$ cat config.mk
export PLATFORM = sky130hd
export DESIGN_NAME = pipe_hazard_ctrl_flat
export DESIGN_NICKNAME = d
export VERILOG_FILES = /design/src/rtl/pipe_hazard_pkg.sv /design/src/rtl/pipe_hazard_ctrl_if.sv /design/src/rtl/mem_port_tracker.sv /design/src/rtl/pipe_hazard_ctrl.sv /design/src/flat_wrapper.sv
export SDC_FILE = /design/constraint.sdc
export NUM_CORES = 1
export LEC_CHECK = 0
export CORE_ASPECT_RATIO = 1.25
export CORE_MARGIN = 10
export CORE_UTILIZATION = 26
export CTS_CLUSTER_SIZE = 8
export DETAILED_ROUTE_END_ITERATION = 7
export PLACE_DENSITY = 0.81
export SETUP_SLACK_MARGIN = 0.05
export SYNTH_ARGS = -nofsm -noshare
export SYNTH_HDL_FRONTEND = slang
export SYNTH_SLANG_ARGS = --single-unit
$ cat constraint.sdc
create_clock -name clk -period 2.6 [get_ports clk]
set_clock_uncertainty 0.1 [all_clocks]
set_input_delay 0.65 -clock clk [delete_from_list [all_inputs] [get_ports clk]]
set_output_delay 0.65 -clock clk [all_outputs]
set_load 0.02 [all_outputs]
$ cat src/rtl/pipe_hazard_pkg.sv
// Shared types and constants for the RV32I pipeline hazard/handshake control.
// Buffer indices follow stage order: IF/ID=0 .. MEM/WB=3.
package pipe_hazard_pkg;

  typedef enum logic {
    WAIT = 1'b0,
    DONE = 1'b1
  } mem_trk_state_t;

  localparam int BUF_IFID  = 0;
  localparam int BUF_IDEX  = 1;
  localparam int BUF_EXMEM = 2;
  localparam int BUF_MEMWB = 3;

  localparam int DEF_NUM_BUF     = 4;
  localparam int DEF_FLUSH_DEPTH = 2;

endpackage

$ cat src/rtl/pipe_hazard_ctrl_if.sv
// Pipeline control bundle: memory handshakes, hazard inputs, buffer/PC enables.
// master = the controller, slave = pipeline datapath and memories.
interface pipe_hazard_ctrl_if #(
  parameter int NUM_BUF   = 4,
  parameter int REG_IDX_W = 5,
  parameter int PERF_W    = 32
);

  logic                 inst_mem_read;
  logic                 inst_mem_resp;
  logic                 data_mem_read;
  logic                 data_mem_write;
  logic                 data_mem_resp;
  logic                 mem_is_load;
  logic                 mem_is_store;
  logic                 idex_is_load;
  logic [REG_IDX_W-1:0] idex_rd;
  logic [REG_IDX_W-1:0] ifid_rs1;
  logic [REG_IDX_W-1:0] ifid_rs2;
  logic                 ifid_use_rs1;
  logic                 ifid_use_rs2;
  logic                 ex_redirect;
  logic                 advance;
  logic [NUM_BUF-1:0]   buf_load;
  logic [NUM_BUF-1:0]   buf_flush;
  logic                 pc_load;
  logic                 pc_redirect;
  logic [PERF_W-1:0]    perf_stall_cycles;
  logic [PERF_W-1:0]    perf_flushes;

  modport master (
    output inst_mem_read,
    input  inst_mem_resp,
    output data_mem_read,
    output data_mem_write,
    input  data_mem_resp,
    input  mem_is_load,
    input  mem_is_store,
    input  idex_is_load,
    input  idex_rd,
    input  ifid_rs1,
    input  ifid_rs2,
    input  ifid_use_rs1,
    input  ifid_use_rs2,
    input  ex_redirect,
    output advance,
    output buf_load,
    output buf_flush,
    output pc_load,
    output pc_redirect,
    output perf_stall_cycles,
    output perf_flushes
  );

  modport slave (
    input  inst_mem_read,
    output inst_mem_resp,
    input  data_mem_read,
    input  data_mem_write,
    output data_mem_resp,
    output mem_is_load,
    output mem_is_store,
    output idex_is_load,
    output idex_rd,
    output ifid_rs1,
    output ifid_rs2,
    output ifid_use_rs1,
    output ifid_use_rs2,
    output ex_redirect,
    input  advance,
    input  buf_load,
    input  buf_flush,
    input  pc_load,
    input  pc_redirect,
    input  perf_stall_cycles,
    input  perf_flushes
  );

endinterface

$ cat src/rtl/mem_port_tracker.sv
// One memory port handshake tracker: latches a one-cycle response
// until the pipeline advances, so the request is not reissued.
module mem_port_tracker
  import pipe_hazard_pkg::*;
(
  input  logic clk,
  input  logic rst,
  input  logic req_in,
  input  logic resp,
  input  logic advance,
  output logic mem_req,
  output logic port_done
);

  mem_trk_state_t state_q, state_d;

  always_comb begin
    state_d = state_q;
    unique case (state_q)
      WAIT: if (req_in && resp && !advance) state_d = DONE;
      DONE: if (advance) state_d = WAIT;
      default: state_d = WAIT;
    endcase
  end

  always_ff @(posedge clk or posedge rst) begin
    if (rst) state_q <= WAIT;
    else     state_q <= state_d;
  end

  assign mem_req   = req_in && (state_q == WAIT);
  assign port_done = !req_in
                  || (state_q == DONE)
                  || ((state_q == WAIT) && resp);

endmodule

$ cat src/rtl/pipe_hazard_ctrl.sv
// In-order RV32I pipeline control: port handshakes, load-use stall, redirect.
// Optional perf counters enabled by defining PIPE_HAZARD_PERF_EN.
module pipe_hazard_ctrl
  import pipe_hazard_pkg::*;
#(
  parameter int NUM_BUF     = DEF_NUM_BUF,
  parameter int REG_IDX_W   = 5,
  parameter int FLUSH_DEPTH = DEF_FLUSH_DEPTH,
  parameter int PERF_W      = 32
) (
  input logic clk,
  input logic rst,
  pipe_hazard_ctrl_if.master bus
);

  localparam logic [NUM_BUF-1:0] FLUSH_MASK =
    NUM_BUF'((1 << FLUSH_DEPTH) - 1);

  logic run;
  logic inst_req, inst_done;
  logic data_req, data_done, data_op;
  logic advance;
  logic hazard;
  logic [NUM_BUF-1:0] buf_load, buf_flush;
  logic pc_load, pc_redirect;

  assign run     = !rst;
  assign data_op = bus.mem_is_load || bus.mem_is_store;

  mem_port_tracker u_inst_trk (
    .clk       (clk),
    .rst       (rst),
    .req_in    (1'b1),
    .resp      (bus.inst_mem_resp),
    .advance   (advance),
    .mem_req   (inst_req),
    .port_done (inst_done)
  );

  mem_port_tracker u_data_trk (
    .clk       (clk),
    .rst       (rst),
    .req_in    (data_op),
    .resp      (bus.data_mem_resp),
    .advance   (advance),
    .mem_req   (data_req),
    .port_done (data_done)
  );

  assign advance = run && inst_done && data_done;

  assign hazard = bus.idex_is_load
               && (bus.idex_rd != '0)
               && ((bus.ifid_use_rs1 && (bus.ifid_rs1 == bus.idex_rd))
                || (bus.ifid_use_rs2 && (bus.ifid_rs2 == bus.idex_rd)));

  // Redirect wins over a load-use stall: the stalled instruction is squashed.
  always_comb begin
    buf_load    = '0;
    buf_flush   = '0;
    pc_load     = 1'b0;
    pc_redirect = 1'b0;
    if (advance) begin
      unique case (1'b1)
        bus.ex_redirect: begin
          pc_load     = 1'b1;
          pc_redirect = 1'b1;
          buf_load    = '1;
          buf_flush   = FLUSH_MASK;
        end
        hazard && !bus.ex_redirect: begin
          buf_load                 = '1;
          buf_load[BUF_IFID]       = 1'b0;
          buf_flush[BUF_IDEX]      = 1'b1;
        end
        default: begin
          pc_load  = 1'b1;
          buf_load = '1;
        end
      endcase
    end
  end

  assign bus.inst_mem_read  = run && inst_req;
  assign bus.data_mem_read  = run && data_req && bus.mem_is_load;
  assign bus.data_mem_write = run && data_req && bus.mem_is_store
                           && !bus.mem_is_load;
  assign bus.advance        = advance;
  assign bus.buf_load       = buf_load;
  assign bus.buf_flush      = buf_flush;
  assign bus.pc_load        = pc_load;
  assign bus.pc_redirect    = pc_redirect;

`ifdef PIPE_HAZARD_PERF_EN
  logic [PERF_W-1:0] stall_q, stall_d;
  logic [PERF_W-1:0] flush_q, flush_d;

  always_comb begin
    stall_d = stall_q;
    flush_d = flush_q;
    if ((!advance || hazard) && (stall_q != '1))
      stall_d = stall_q + PERF_W'(1);
    if (advance && bus.ex_redirect && (flush_q != '1))
      flush_d = flush_q + PERF_W'(1);
  end

  always_ff @(posedge clk or posedge rst) begin
    if (rst) begin
      stall_q <= '0;
      flush_q <= '0;
    end else begin
      stall_q <= stall_d;
      flush_q <= flush_d;
    end
  end

  assign bus.perf_stall_cycles = stall_q;
  assign bus.perf_flushes      = flush_q;
`else
  assign bus.perf_stall_cycles = '0;
  assign bus.perf_flushes      = '0;
`endif

endmodule

$ cat src/flat_wrapper.sv
// flat-port wrapper written by rule: the top's interface ports become plain ports
module pipe_hazard_ctrl_flat import pipe_hazard_pkg::*;
#(
  parameter int NUM_BUF     = DEF_NUM_BUF,
  parameter int REG_IDX_W   = 5,
  parameter int FLUSH_DEPTH = DEF_FLUSH_DEPTH,
  parameter int PERF_W      = 32
)
  (clk, rst, bus_inst_mem_read, bus_inst_mem_resp, bus_data_mem_read, bus_data_mem_write, bus_data_mem_resp, bus_mem_is_load, bus_mem_is_store, bus_idex_is_load, bus_idex_rd, bus_ifid_rs1, bus_ifid_rs2, bus_ifid_use_rs1, bus_ifid_use_rs2, bus_ex_redirect, bus_advance, bus_buf_load, bus_buf_flush, bus_pc_load, bus_pc_redirect, bus_perf_stall_cycles, bus_perf_flushes);
  pipe_hazard_ctrl_if #(.NUM_BUF(NUM_BUF), .REG_IDX_W(REG_IDX_W), .PERF_W(PERF_W)) bus_i ();
  input logic clk;
  input logic rst;
  output wire logic [$bits(bus_i.inst_mem_read)-1:0] bus_inst_mem_read;
  input wire logic [$bits(bus_i.inst_mem_resp)-1:0] bus_inst_mem_resp;
  output wire logic [$bits(bus_i.data_mem_read)-1:0] bus_data_mem_read;
  output wire logic [$bits(bus_i.data_mem_write)-1:0] bus_data_mem_write;
  input wire logic [$bits(bus_i.data_mem_resp)-1:0] bus_data_mem_resp;
  input wire logic [$bits(bus_i.mem_is_load)-1:0] bus_mem_is_load;
  input wire logic [$bits(bus_i.mem_is_store)-1:0] bus_mem_is_store;
  input wire logic [$bits(bus_i.idex_is_load)-1:0] bus_idex_is_load;
  input wire logic [$bits(bus_i.idex_rd)-1:0] bus_idex_rd;
  input wire logic [$bits(bus_i.ifid_rs1)-1:0] bus_ifid_rs1;
  input wire logic [$bits(bus_i.ifid_rs2)-1:0] bus_ifid_rs2;
  input wire logic [$bits(bus_i.ifid_use_rs1)-1:0] bus_ifid_use_rs1;
  input wire logic [$bits(bus_i.ifid_use_rs2)-1:0] bus_ifid_use_rs2;
  input wire logic [$bits(bus_i.ex_redirect)-1:0] bus_ex_redirect;
  output wire logic [$bits(bus_i.advance)-1:0] bus_advance;
  output wire logic [$bits(bus_i.buf_load)-1:0] bus_buf_load;
  output wire logic [$bits(bus_i.buf_flush)-1:0] bus_buf_flush;
  output wire logic [$bits(bus_i.pc_load)-1:0] bus_pc_load;
  output wire logic [$bits(bus_i.pc_redirect)-1:0] bus_pc_redirect;
  output wire logic [$bits(bus_i.perf_stall_cycles)-1:0] bus_perf_stall_cycles;
  output wire logic [$bits(bus_i.perf_flushes)-1:0] bus_perf_flushes;
  assign bus_inst_mem_read = bus_i.inst_mem_read;
  assign bus_i.inst_mem_resp = bus_inst_mem_resp;
  assign bus_data_mem_read = bus_i.data_mem_read;
  assign bus_data_mem_write = bus_i.data_mem_write;
  assign bus_i.data_mem_resp = bus_data_mem_resp;
  assign bus_i.mem_is_load = bus_mem_is_load;
  assign bus_i.mem_is_store = bus_mem_is_store;
  assign bus_i.idex_is_load = bus_idex_is_load;
  assign bus_i.idex_rd = bus_idex_rd;
  assign bus_i.ifid_rs1 = bus_ifid_rs1;
  assign bus_i.ifid_rs2 = bus_ifid_rs2;
  assign bus_i.ifid_use_rs1 = bus_ifid_use_rs1;
  assign bus_i.ifid_use_rs2 = bus_ifid_use_rs2;
  assign bus_i.ex_redirect = bus_ex_redirect;
  assign bus_advance = bus_i.advance;
  assign bus_buf_load = bus_i.buf_load;
  assign bus_buf_flush = bus_i.buf_flush;
  assign bus_pc_load = bus_i.pc_load;
  assign bus_pc_redirect = bus_i.pc_redirect;
  assign bus_perf_stall_cycles = bus_i.perf_stall_cycles;
  assign bus_perf_flushes = bus_i.perf_flushes;
  pipe_hazard_ctrl #(.NUM_BUF(NUM_BUF), .REG_IDX_W(REG_IDX_W), .FLUSH_DEPTH(FLUSH_DEPTH), .PERF_W(PERF_W)) u_core (.clk(clk), .rst(rst), .bus(bus_i));
endmodule
* Word level (Yosys, flattened, before mapping)
Index checks and enable logic that the tools add are counted.
** Storage, ports and cells
- Bits in registers :: 2
- Word-level logic and storage cells :: 49
- Output and inout bits :: 78
** Operators by class
- Mux-type cells :: 13
- Equal/unequal tests :: 2
- Bitwise operators :: 2
- Reduce and logical (&&, ||, !) cells :: 30
** Operators with widths (number)
- 1-bit logical AND :: 18
- 5-bit == test :: 2
- 1-bit two-way mux :: 9
- 1-bit zero test :: 5
- 1-bit logical OR :: 5
- 5-bit nonzero test :: 1
- 4-bit two-way mux :: 1
- 1-bit case mux with 2 select lines :: 2
- 2-bit two-way mux :: 1
- 1-bit NOT :: 2
- 2-bit OR reduction :: 1

* Longest topological paths before layout
Gate-level depths: netlist of run 1.
- Word-level depth :: 9
- Depth in mapped cells :: 5
- Depth with buffers taken out :: 4

* Modules after synthesis
A second synthesis of run 1 with hierarchy kept.
** Second synthesis, totals
- Cells, all modules :: 111
- Area total of the unflattened synthesis :: 857.1 µm²
** Modules (own cells, without submodules)
- pipe_hazard_ctrl :: cells each 99, area each 742.0 µm², sequential area each 0.0 µm², instances 1
- mem_port_tracker :: cells each 6, area each 57.6 µm², sequential area each 25.0 µm², instances 2

* Least setup slack after synthesis of run 1
OpenSTA, ideal clock, no wires.
- Path type :: in2out
- From :: input port bus_mem_is_load
- To :: output port bus_buf_flush[1]
- Required time :: 1.850 ns
- Data arrival time :: 1.951 ns
- Stages on the path :: 4
- Setup slack :: -0.101 ns
- Path through :: or2_1 > a211oi_4 > and2_1 > o21bai_1
** Between the ends
- Cells in the longest elaborated chain, start to end :: 6
** Ends and longest elaborated chain
- start, declared :: RTL line flat_wrapper.sv:18 : input wire logic [$bits(bus_i.mem_is_load)-1:0] bus_mem_is_load;
- 1-bit logical OR :: RTL line pipe_hazard_ctrl.sv:28 : assign data_op = bus.mem_is_load || bus.mem_is_store;
- 1-bit zero test :: RTL line mem_port_tracker.sv:32 : assign port_done = !req_in
- 1-bit logical OR :: RTL line mem_port_tracker.sv:33 : || (state_q == DONE)
- 1-bit logical OR :: RTL line mem_port_tracker.sv:34 : || ((state_q == WAIT) && resp);
- 1-bit logical AND :: RTL line pipe_hazard_ctrl.sv:50 : assign advance = run && inst_done && data_done;
- net bus_advance :: RTL line flat_wrapper.sv:27 : output wire logic [$bits(bus_i.advance)-1:0] bus_advance;
- 2-bit two-way mux :: RTL line pipe_hazard_ctrl.sv:63 : if (advance) begin
- end, declared :: RTL line flat_wrapper.sv:29 : output wire logic [$bits(bus_i.buf_flush)-1:0] bus_buf_flush;
The timed path passes the listed nets, and every way through them passes these cells.

* Worst setup path in the final report of run 1
- From :: input port bus_ifid_rs2[1]
- To :: output port bus_pc_load
** Between the ends
- Cells in the longest elaborated chain, start to end :: 7
** Ends and longest elaborated chain
- start, declared :: RTL line flat_wrapper.sv:23 : input wire logic [$bits(bus_i.ifid_rs2)-1:0] bus_ifid_rs2;
- 5-bit == test :: RTL line pipe_hazard_ctrl.sv:55 : || (bus.ifid_use_rs2 && (bus.ifid_rs2 == bus.idex_rd)));
- 1-bit logical AND :: RTL line pipe_hazard_ctrl.sv:55
- 1-bit logical OR :: RTL line pipe_hazard_ctrl.sv:55
- 1-bit logical AND :: RTL line pipe_hazard_ctrl.sv:54 : && ((bus.ifid_use_rs1 && (bus.ifid_rs1 == bus.idex_rd))
- 1-bit logical AND :: RTL line pipe_hazard_ctrl.sv:71 : hazard && !bus.ex_redirect: begin
- 1-bit two-way mux :: RTL line pipe_hazard_ctrl.sv:64 : unique case (1'b1)
- 1-bit two-way mux :: RTL line pipe_hazard_ctrl.sv:63
- end, declared :: RTL line flat_wrapper.sv:30 : output wire logic [$bits(bus_i.pc_load)-1:0] bus_pc_load;
Every way passes these cells.

==> out/metrics.cfg, run 1 <==
[critical_path]
r2r_cells = 5
rrSetupSlack_ns = 1.34
reg2reg_from = u_core.u_data_trk.state_q
crit_start = bus_ifid_rs2[1]
path_max_fanout = 2
critPathRequiredTime_ns = 1.85
timing_worst_setup_path_type = in2out
rr_endpoint = u_core.u_inst_trk.state_q
crit_path_end = bus_pc_load
cp_data_arrival_time_ns = 1.91
cp-end-kind = primary output
startpoint_type = input pin

[grt]
overflow = 0
grt_pass1_wl_um = 3750
grt_pass1_vias = 815
grt_antenna_before_repair = 0
grt_max_degree = 6
grt_usage_pct = 7.93

[sta]
drv_slew = 0
hold_violations = 0
finalSetupViolCount = 3
finalSetupTns_ns = -0.147
timing.final.crit_period_ns = 2.66
fin_hold_ws_ns = 0.506
min_period_over_period_pct = 102
fin_ws_ns = -0.0630
grt_setup_unrepaired = true
fmax_ghz = 0.376

[drt]
wl_per_cell_um = 13.6
dr.pass1.iters = 3
first_iter_violations = 10
vias = 632
via_per_inst = 3.40
ant_nets = 0
drt-total-wl_um = 2530
drc = 0

[clock_tree]
clk_pin_slew_ns = 0.03
cts_tree = done
worstSkewPairLatency_ns = 0.22
cts_buffers = 3
htreeDepth = 1
holdBufCountCts = 0
clockBufferDepth = 2
cts_sinks = 2
cts_root_buffer = clkbuf_4

[final_layout]
register_area_um2 = 50.0
multi_input_area_um2 = 563
num-fill-cells = 325
areaGrowthSynthToFinish_pct = 32.8
fin_nets = 177
layout_commonest_cell = conb_1
drive_gt1_share_pct = 31.3
n_antenna_cell = 0
mostFrequentLayoutCells = conb_1, buf_6, dlygate4sd2_1, buf_2, buf_4

[yosys]
yosys_warnings = 0
synthCells = 106
synth_area_um2 = 825
yosysSeqAreaShare_pct = 6.07
syn_avg_cell_area_um2 = 7.78
synth_cell_types = 22
synth_seq_cells = 2

[floorplanning]
core_um2 = 3000
start_util_pct = 27.5
fp.dieH_um = 83.0
die-area_um2 = 5840
row_count = 22
die_w_um = 70.4
io_pins = 103

[placement]
gp_congestion = 0.740
dp_hpwl_um = 2320
io_buffers = 36

[power]
p_leak_nw = 0.599
power_density_nw_per_um2 = 325
power_mw = 0.356
ir_worst_vdd_v = 0.000124

[run_status]
violations = setup timing
outcome = complete, but fails checks

[min_path]
hold_class = reg2reg

[flow_run]
maxCapViolCount = 0

power by group:
group | leakage [nW] | switching [mW] | internal [mW]
Sequential | 0.0237 | 0.00446 | 0.0355
Combinational | 0.561 | 0.163 | 0.0842
Clock | 0.0138 | 0.0171 | 0.0509
Total | 0.599 | 0.185 | 0.171
synth_stat cells:
library cell | number | area (um^2)
a211oi_4 | 1 | 20.0
a21oi_1 | 1 | 5.00
a32oi_1 | 1 | 8.76
and2_0 | 1 | 6.26
and2_1 | 1 | 6.26
buf_4 | 71 | 533
conb_1 | 1 | 3.75
dfrtp_1 | 2 | 50.1
inv_1 | 1 | 3.75
nor2_1 | 6 | 22.5
nor3b_1 | 1 | 7.51
nor4_1 | 1 | 6.26
nor4_2 | 1 | 12.5
nor4b_1 | 1 | 8.76
o211ai_1 | 1 | 7.51
o21ai_0 | 1 | 5.00
o21bai_1 | 1 | 7.51
o31a_1 | 1 | 8.76
or2_1 | 1 | 6.26
or4_1 | 1 | 7.51
xnor2_1 | 2 | 17.5
xor2_1 | 8 | 70.1
cell type report:
class	count	share of cell area, %
multi-input combinational	97	51.4
inverter	1	0.343
tap	36	4.11
sequential	2	4.57
clock buffer	3	2.06
timing repair buffer	47	37.5
per-layer routing:
metal  GRT usage, %  vias up  wire, um
met2           14.2       71      1300
met5              0        -         0
met1           6.49      275       778
met3           5.48        2       439
met4           3.23        0        11
li1               -      284         -
flip-flops by register name, indices dropped and copies added, names as in the netlist:
register                   count
u_core.u_data_trk.state_q      1
u_core.u_inst_trk.state_q      1
cell families (layout without fill, tap and decap cells):
kind of cell,after synthesis,count (layout),synth area share (%)
flops,2,2,6.07
other cells,1,66,0.455
buf+inv,72,51,65.1
compound gates,7,7,7.59
xor+xnor,10,10,10.6
simple gates,14,14,10.2
how the worst min path moves through the flow:
| stage | from | end | cells after the start |
|---|---|---|---|
| after detailed placement | u_core.u_data_trk.state_q | u_core.u_data_trk.state_q | 2 |
| after global routing | rst | u_core.u_data_trk.state_q | 3 |
| after floorplan | rst | u_core.u_data_trk.state_q | 1 |
| after global placement | u_core.u_data_trk.state_q | u_core.u_data_trk.state_q | 2 |
| after CTS | u_core.u_data_trk.state_q | u_core.u_data_trk.state_q | 2 |
| final | u_core.u_data_trk.state_q | u_core.u_data_trk.state_q | 2 |
worst max-delay path, stage by stage:
cell             delay [ns]
clkdlybuf4s50_1        0.43
xnor2_1                0.21
a32oi_2                0.15
o31a_1                 0.33
buf_6                  0.15
repair_timing:
item	CTS	global route
setup buffers	2	0
resized for setup	100	30
pin swaps	14	13
cloned	0	0
setup endpoints to repair	12	10
stage by stage:
step | instance area [um^2] | std cells | setup WS [ns] | utilization, %
after floorplan | 1080 | 171 | -0.0344 | -
after global placement | 1010 | 181 | -0.798 | 33.8
after detailed placement | 1010 | 181 | -0.830 | 33.8
after CTS | 1050 | 186 | -0.0499 | 34.9
after global routing | 1090 | 186 | -0.100 | 36.5
final | 1090 | 186 | -0.0630 | 36.5
No activity file was read; power rests on OpenSTA's default activity.
==> inputs of run 2 (changes only) <==
CTS_BUF_LIST = sky130_fd_sc_hd__clkbuf_16   (was unset)
GPL_ROUTABILITY_DRIVEN = 0   (was unset)
==> run 2 against run 1 <==
Against the previous run: the run still ends with setup timing left; core utilization increased by 1.8 points; sequential power about the same; first-iteration DRC count increased by 50%; sequential cell count unchanged; non-clock buffer count unchanged; register-to-register slack about the same; maximum frequency about the same; cell area increased by 4.8%; power increased by 48%.
==> out/metrics.cfg, run 2 (same netlist as run 1, synthesis figures left out) <==
[run_status]
outcome = complete, but fails checks
violations = setup timing

[min_path]
hold_depth = 2  ; unchanged
hold_class = reg2reg
min_from = u_core.u_data_trk.state_q
hold_path_end = u_core.u_data_trk.state_q

[critical_path]
path_max_fanout = 2  ; unchanged
timing_worst_setup_path_type = in2out
cp_data_arrival_time_ns = 1.91  ; about the same
crit_start = bus_ifid_rs2[1]
cp-end-kind = primary output
rr_endpoint = u_core.u_inst_trk.state_q
r2r_cells = 5  ; unchanged
critPathRequiredTime_ns = 1.85  ; about the same
rrSetupSlack_ns = 1.35  ; about the same
startpoint_type = input pin
reg2reg_from = u_core.u_data_trk.state_q

[floorplanning]
core_um2 = 3000  ; unchanged
start_util_pct = 27.5  ; unchanged
fp.dieH_um = 83.0  ; unchanged
row_count = 22  ; unchanged
die-area_um2 = 5840  ; unchanged
die_w_um = 70.4  ; unchanged
io_pins = 103  ; unchanged

[flow_run]
maxCapViolCount = 0  ; unchanged

[drt]
via_per_inst = 3.45  ; +1.4%
wl_per_cell_um = 13.8  ; +1.4%
drc = 0  ; unchanged
ant_nets = 0  ; unchanged
drt-total-wl_um = 2570  ; +1.4%
vias = 641  ; +1.4%
dr.pass1.iters = 3  ; unchanged
first_iter_violations = 15  ; +5

[final_layout]
fin_nets = 177  ; unchanged
reg_top3 = u_core.u_data_trk.state_q x1, u_core.u_inst_trk.state_q x1
mostFrequentLayoutCells = conb_1, buf_6, dlygate4sd2_1, buf_2, buf_4
layout_commonest_cell = conb_1
areaGrowthSynthToFinish_pct = 39.2
drive_gt1_share_pct = 31.3  ; unchanged
final_area_um2 = 1150  ; +4.8%
n_antenna_cell = 0  ; unchanged
num-fill-cells = 322  ; -0.92%

[grt]
grt_max_degree = 6  ; unchanged
grtUsageMet3_pct = 5.83  ; +0.36 points
overflow = 0  ; unchanged
use_met2_pct = 14.1  ; -0.082 points
grt_usage_pct = 8.14  ; +0.21 points
grt_antenna_before_repair = 0  ; unchanged
gr-max-usage-layer = met2
grt_pass1_wl_um = 3770  ; +0.56%
grt_pass1_vias = 809  ; -0.74%
grt_use_met1_pct = 6.55  ; +0.068 points

[sta]
drv_slew = 0  ; unchanged
min_period_over_period_pct = 102  ; about the same
hold_violations = 0  ; unchanged
fin_ws_ns = -0.0630  ; -0.00000660 ns
grt_setup_unrepaired = true
fmax_ghz = 0.376  ; about the same
timing.final.crit_period_ns = 2.66  ; +0.00000660 ns
finalSetupViolCount = 3  ; unchanged
fin_hold_ws_ns = 0.499  ; -0.00776 ns

[power]
switchingPower_mw = 0.210  ; +14%
netSwitchingFraction_pct = 39.9  ; -12 points
power_frac_clock_pct = 45.4  ; +26 points
comb_power_share_pct = 47.0  ; -23 points
p_leak_nw = 0.622  ; +3.9%
power_density_nw_per_um2 = 459  ; +41%
p_seq_share_pct = 7.6  ; -3.7 points
ir_worst_vdd_v = 0.000325  ; +160%
intPower_mw = 0.316  ; +85%

[clock_tree]
clockBufferDepth = 2  ; unchanged
cts_sinks = 2  ; unchanged
cts_tree = done
cts_root_buffer = clkbuf_16
cts_buffers = 3  ; unchanged
htreeDepth = 1  ; unchanged
worstSkewPairLatency_ns = 0.23  ; about the same
clk_pin_slew_ns = 0.03  ; about the same

[placement]
dp_hpwl_um = 2320  ; unchanged
io_buffers = 36  ; unchanged
dpl_cell_area_um2 = 1010  ; unchanged

## run 2: changes by cell type in the layout (fill, tap and decap cells not counted)
cell,change
clkbuf_16,+3
clkbuf_4,-3
## run 2: critical path, stage by stage
cell	delay [ns]
clkdlybuf4s50_1	0.43
xnor2_1	0.21
a32oi_2	0.15
o31a_1	0.33
buf_6	0.15
## run 2: final cells by class
class | count | area [um^2] | area share, %
Sequential cell | 2 | 50.0 | 4.36
Tap cell | 36 | 45.0 | 3.93
Multi-Input combinational cell | 97 | 563 | 49.1
Timing Repair Buffer | 47 | 410 | 35.8
Clock buffer | 3 | 75.1 | 6.54
Inverter | 1 | 3.75 | 0.327
## run 2: power groups by stage
stage,clock (mW),sequential [mW],combinational (mW)
after floorplan,0,0.0382,0.226
after global placement,0,0.0389,0.233
after detailed placement,0,0.0393,0.236
after CTS,0.242,0.0397,0.232
after global routing,0.244,0.0403,0.265
final,0.239,0.0399,0.247
## run 2: worst max-delay path by stage
stage,to,slack (ns),cells past startpoint
floorplan,bus_buf_load[0],-0.03,4
finish,bus_pc_load,-0.06,5
CTS,bus_buf_flush[1],-0.05,6
detailed placement,bus_buf_flush[1],-0.83,6
global placement,bus_pc_load,-0.80,5
global route,bus_pc_load,-0.10,5
## run 2: repair_timing
action | 4_1_cts | 5_1_grt
buffers inserted | 2 | 0
gates resized for setup | 100 | 30
pin swaps | 14 | 13
setup endpoints to repair | 12 | 10
hold buffers | 0 | 0
## run 2: routing by layer
layer	part of all wire (%)	wire length [um]
met4	1.9	49
met1	31	785
met5	0	0
met2	50	1280
met3	17	447
## run 2: per-stage QoR
step | setup TNS [ns] | setup slack (ns) | instances | util, % | power (mW)
4_1_cts | -0.137 | -0.0499 | 186 | 36.6 | 0.514
2_1_floorplan | -0.0643 | -0.0344 | 171 | - | 0.264
3_3_place_gp | -7.02 | -0.798 | 181 | 33.8 | 0.272
6_report | -0.147 | -0.0630 | 186 | 38.2 | 0.526
5_1_grt | -0.263 | -0.100 | 186 | 38.2 | 0.549
3_5_place_dp | -7.34 | -0.830 | 181 | 33.8 | 0.275
==> inputs of run 3 (changes only) <==
==> constraint.sdc (replaced) <==
create_clock -name clk -period 2.6 [get_ports clk]
set_clock_uncertainty 0.1 [all_clocks]
set_input_delay 0.78 -clock clk [delete_from_list [all_inputs] [get_ports clk]]
set_output_delay 0.78 -clock clk [all_outputs]
set_load 0.02 [all_outputs]
==> run 3 against run 2 <==
Against the previous run: die area stayed put; cell count unchanged; global-route usage is 0.43 points lower; count of clock-buffer cells in the layout stayed put; the flow still finishes with violations (setup timing); highest routed layer unchanged; maximum frequency shrank 4.9%.
==> out/metrics.cfg, run 3 (same netlist as run 1, synthesis figures left out) <==
[grt]
grtUsageMet3_pct = 5.71  ; -0.12 points
grt_pass1_vias = 804  ; -0.62%
overflow = 0  ; unchanged
grt_antenna_before_repair = 0  ; unchanged
grt_max_degree = 6  ; unchanged
use_met2_pct = 13.0  ; -1.1 points
grt_pass1_wl_um = 3710  ; -1.6%
grt_usage_pct = 7.72  ; -0.43 points
gr-max-usage-layer = met2
grt_use_met1_pct = 6.82  ; +0.27 points

[drt]
first_iter_violations = 18  ; +3
wl_per_cell_um = 13.2  ; -4.6%
vias = 638  ; -0.47%
ant_nets = 0  ; unchanged
via_per_inst = 3.43  ; -0.47%
drc = 0  ; unchanged
drt-total-wl_um = 2450  ; -4.6%
dr.pass1.iters = 4  ; +1

[final_layout]
reg_top3 = u_core.u_data_trk.state_q x1, u_core.u_inst_trk.state_q x1
n_antenna_cell = 0  ; unchanged
fin_nets = 177  ; unchanged
layout_commonest_cell = conb_1
mostFrequentLayoutCells = conb_1, buf_6, buf_4
drive_gt1_share_pct = 32.7  ; +1.3 points
areaGrowthSynthToFinish_pct = 36.1

[floorplanning]
io_pins = 103  ; unchanged
fp.dieH_um = 83.0  ; unchanged
row_count = 22  ; unchanged
die_w_um = 70.4  ; unchanged
core_um2 = 3000  ; unchanged
die-area_um2 = 5840  ; unchanged
start_util_pct = 27.5  ; unchanged

[critical_path]
cp_top_family = compound AO/OA/AOI/OAI gates
critPathRequiredTime_ns = 1.72  ; -0.13 ns
reg2reg_from = u_core.u_data_trk.state_q
cpPeakStageDelay_ns = 0.30  ; -0.13 ns
cpMaxStageDelayCell = o31a_1
rrSetupSlack_ns = 1.41  ; +0.06 ns
r2r_cells = 4  ; -1
crit_start = bus_idex_rd[4]
rr_endpoint = u_core.u_inst_trk.state_q
crit_buf_inv = 2  ; unchanged
timing_worst_setup_path_type = in2out
cp_data_arrival_time_ns = 1.92  ; about the same
startpoint_type = input pin
cp-end-kind = primary output
path_max_fanout = 3  ; +1
path_common_cell = buf_6
worstPathCellList = buf_6 > xor2_1 > nor4_2 > a32oi_1 > o31a_1 > buf_6

[clock_tree]
clockBufferDepth = 2  ; unchanged
clk_pin_slew_ns = 0.03  ; about the same
cts_root_buffer = clkbuf_16
cts_tree = done
cts_buffers = 3  ; unchanged
htreeDepth = 1  ; unchanged
worstSkewPairLatency_ns = 0.22  ; about the same
cts_sinks = 2  ; unchanged

[min_path]
hold_path_end = u_core.u_inst_trk.state_q
hold_depth = 3  ; +1
hold_class = reg2reg
min_from = u_core.u_inst_trk.state_q

[run_status]
outcome = complete, but fails checks
violations = setup timing

[power]
power_density_nw_per_um2 = 463  ; +0.91%
power_mw = 0.520  ; -1.3%
p_leak_nw = 0.608  ; -2.3%
ir_worst_vdd_v = 0.000288  ; -11%

[sta]
finalSetupViolCount = 9  ; +6
drv_slew = 0  ; unchanged
hold_violations = 0  ; unchanged
timing.final.crit_period_ns = 2.80  ; +0.138 ns
fmax_ghz = 0.357  ; -4.9%
grt_setup_unrepaired = true
finalSetupTns_ns = -1.09  ; -0.944 ns
fin_ws_ns = -0.201  ; -0.138 ns
min_period_over_period_pct = 108  ; +5.3 points

[flow_run]
maxCapViolCount = 0  ; unchanged

[placement]
dp_hpwl_um = 2200  ; -5.0%
io_buffers = 36  ; unchanged

run 3: worst register-to-register path: cells and delay by family (launching register included):
family,cells,cell delay (ns)
AND/OR/NAND/NOR,2,0.10
flip-flops,1,0.36
buffers and inverters,1,0.20
AO/OA/AOI/OAI,1,0.31
run 3: area by class of cell:
cell class / count / area (um^2)
fillers: 326 / 1880
multi-input cells: 97 / 528
repair buffers: 47 / 420
clock buffers: 3 / 75.1
flip-flops and latches: 2 / 50.0
well taps: 36 / 45.0
inverters: 1 / 3.75
run 3: layer usage:
layer | wire length, um | vias up | part of all wire, %
li1 | - | 287 | -
met1 | 864 | 269 | 35
met2 | 1120 | 76 | 46
met3 | 417 | 6 | 17
met4 | 44 | 0 | 1.8
met5 | 0 | - | 0
run 3: power by group:
group,switching [mW],internal (mW),total [mW]
Combinational,0.162,0.0888,0.250
Clock,0.0348,0.196,0.230
Sequential,0.00313,0.0356,0.0387
run 3: stage by stage:
step	instance area (um^2)	cells	hold WS (ns)	setup slack [ns]	util (%)
finish	1120	186	0.561	-0.201	37.4
global placement	1010	181	0.505	-1.14	33.8
floorplan	1080	171	0.407	-0.293	-
CTS	1100	185	0.564	-0.271	36.8
global route	1120	186	0.598	-0.277	37.4
detailed placement	1010	181	0.544	-1.15	33.8
run 3: how the worst max path moves through the flow:
stage	to	slack (ns)	depth (start not counted)
after CTS	bus_buf_load[0]	-0.27	6
final	bus_buf_load[0]	-0.20	6
after global routing	bus_buf_load[0]	-0.28	6
after floorplan	bus_buf_load[0]	-0.29	4
after global placement	bus_buf_load[0]	-1.14	5
after detailed placement	bus_buf_load[0]	-1.15	5
run 3: repair_timing:
item / 4_1_cts / 5_1_grt
pin swaps: 17 / 6
gates resized for setup: 136 / 7
hold buffers: 0 / 0
buffers inserted: 1 / 2
hold endpoints to repair: 0 / 0
endpoints found under the setup margin: 12 / 10
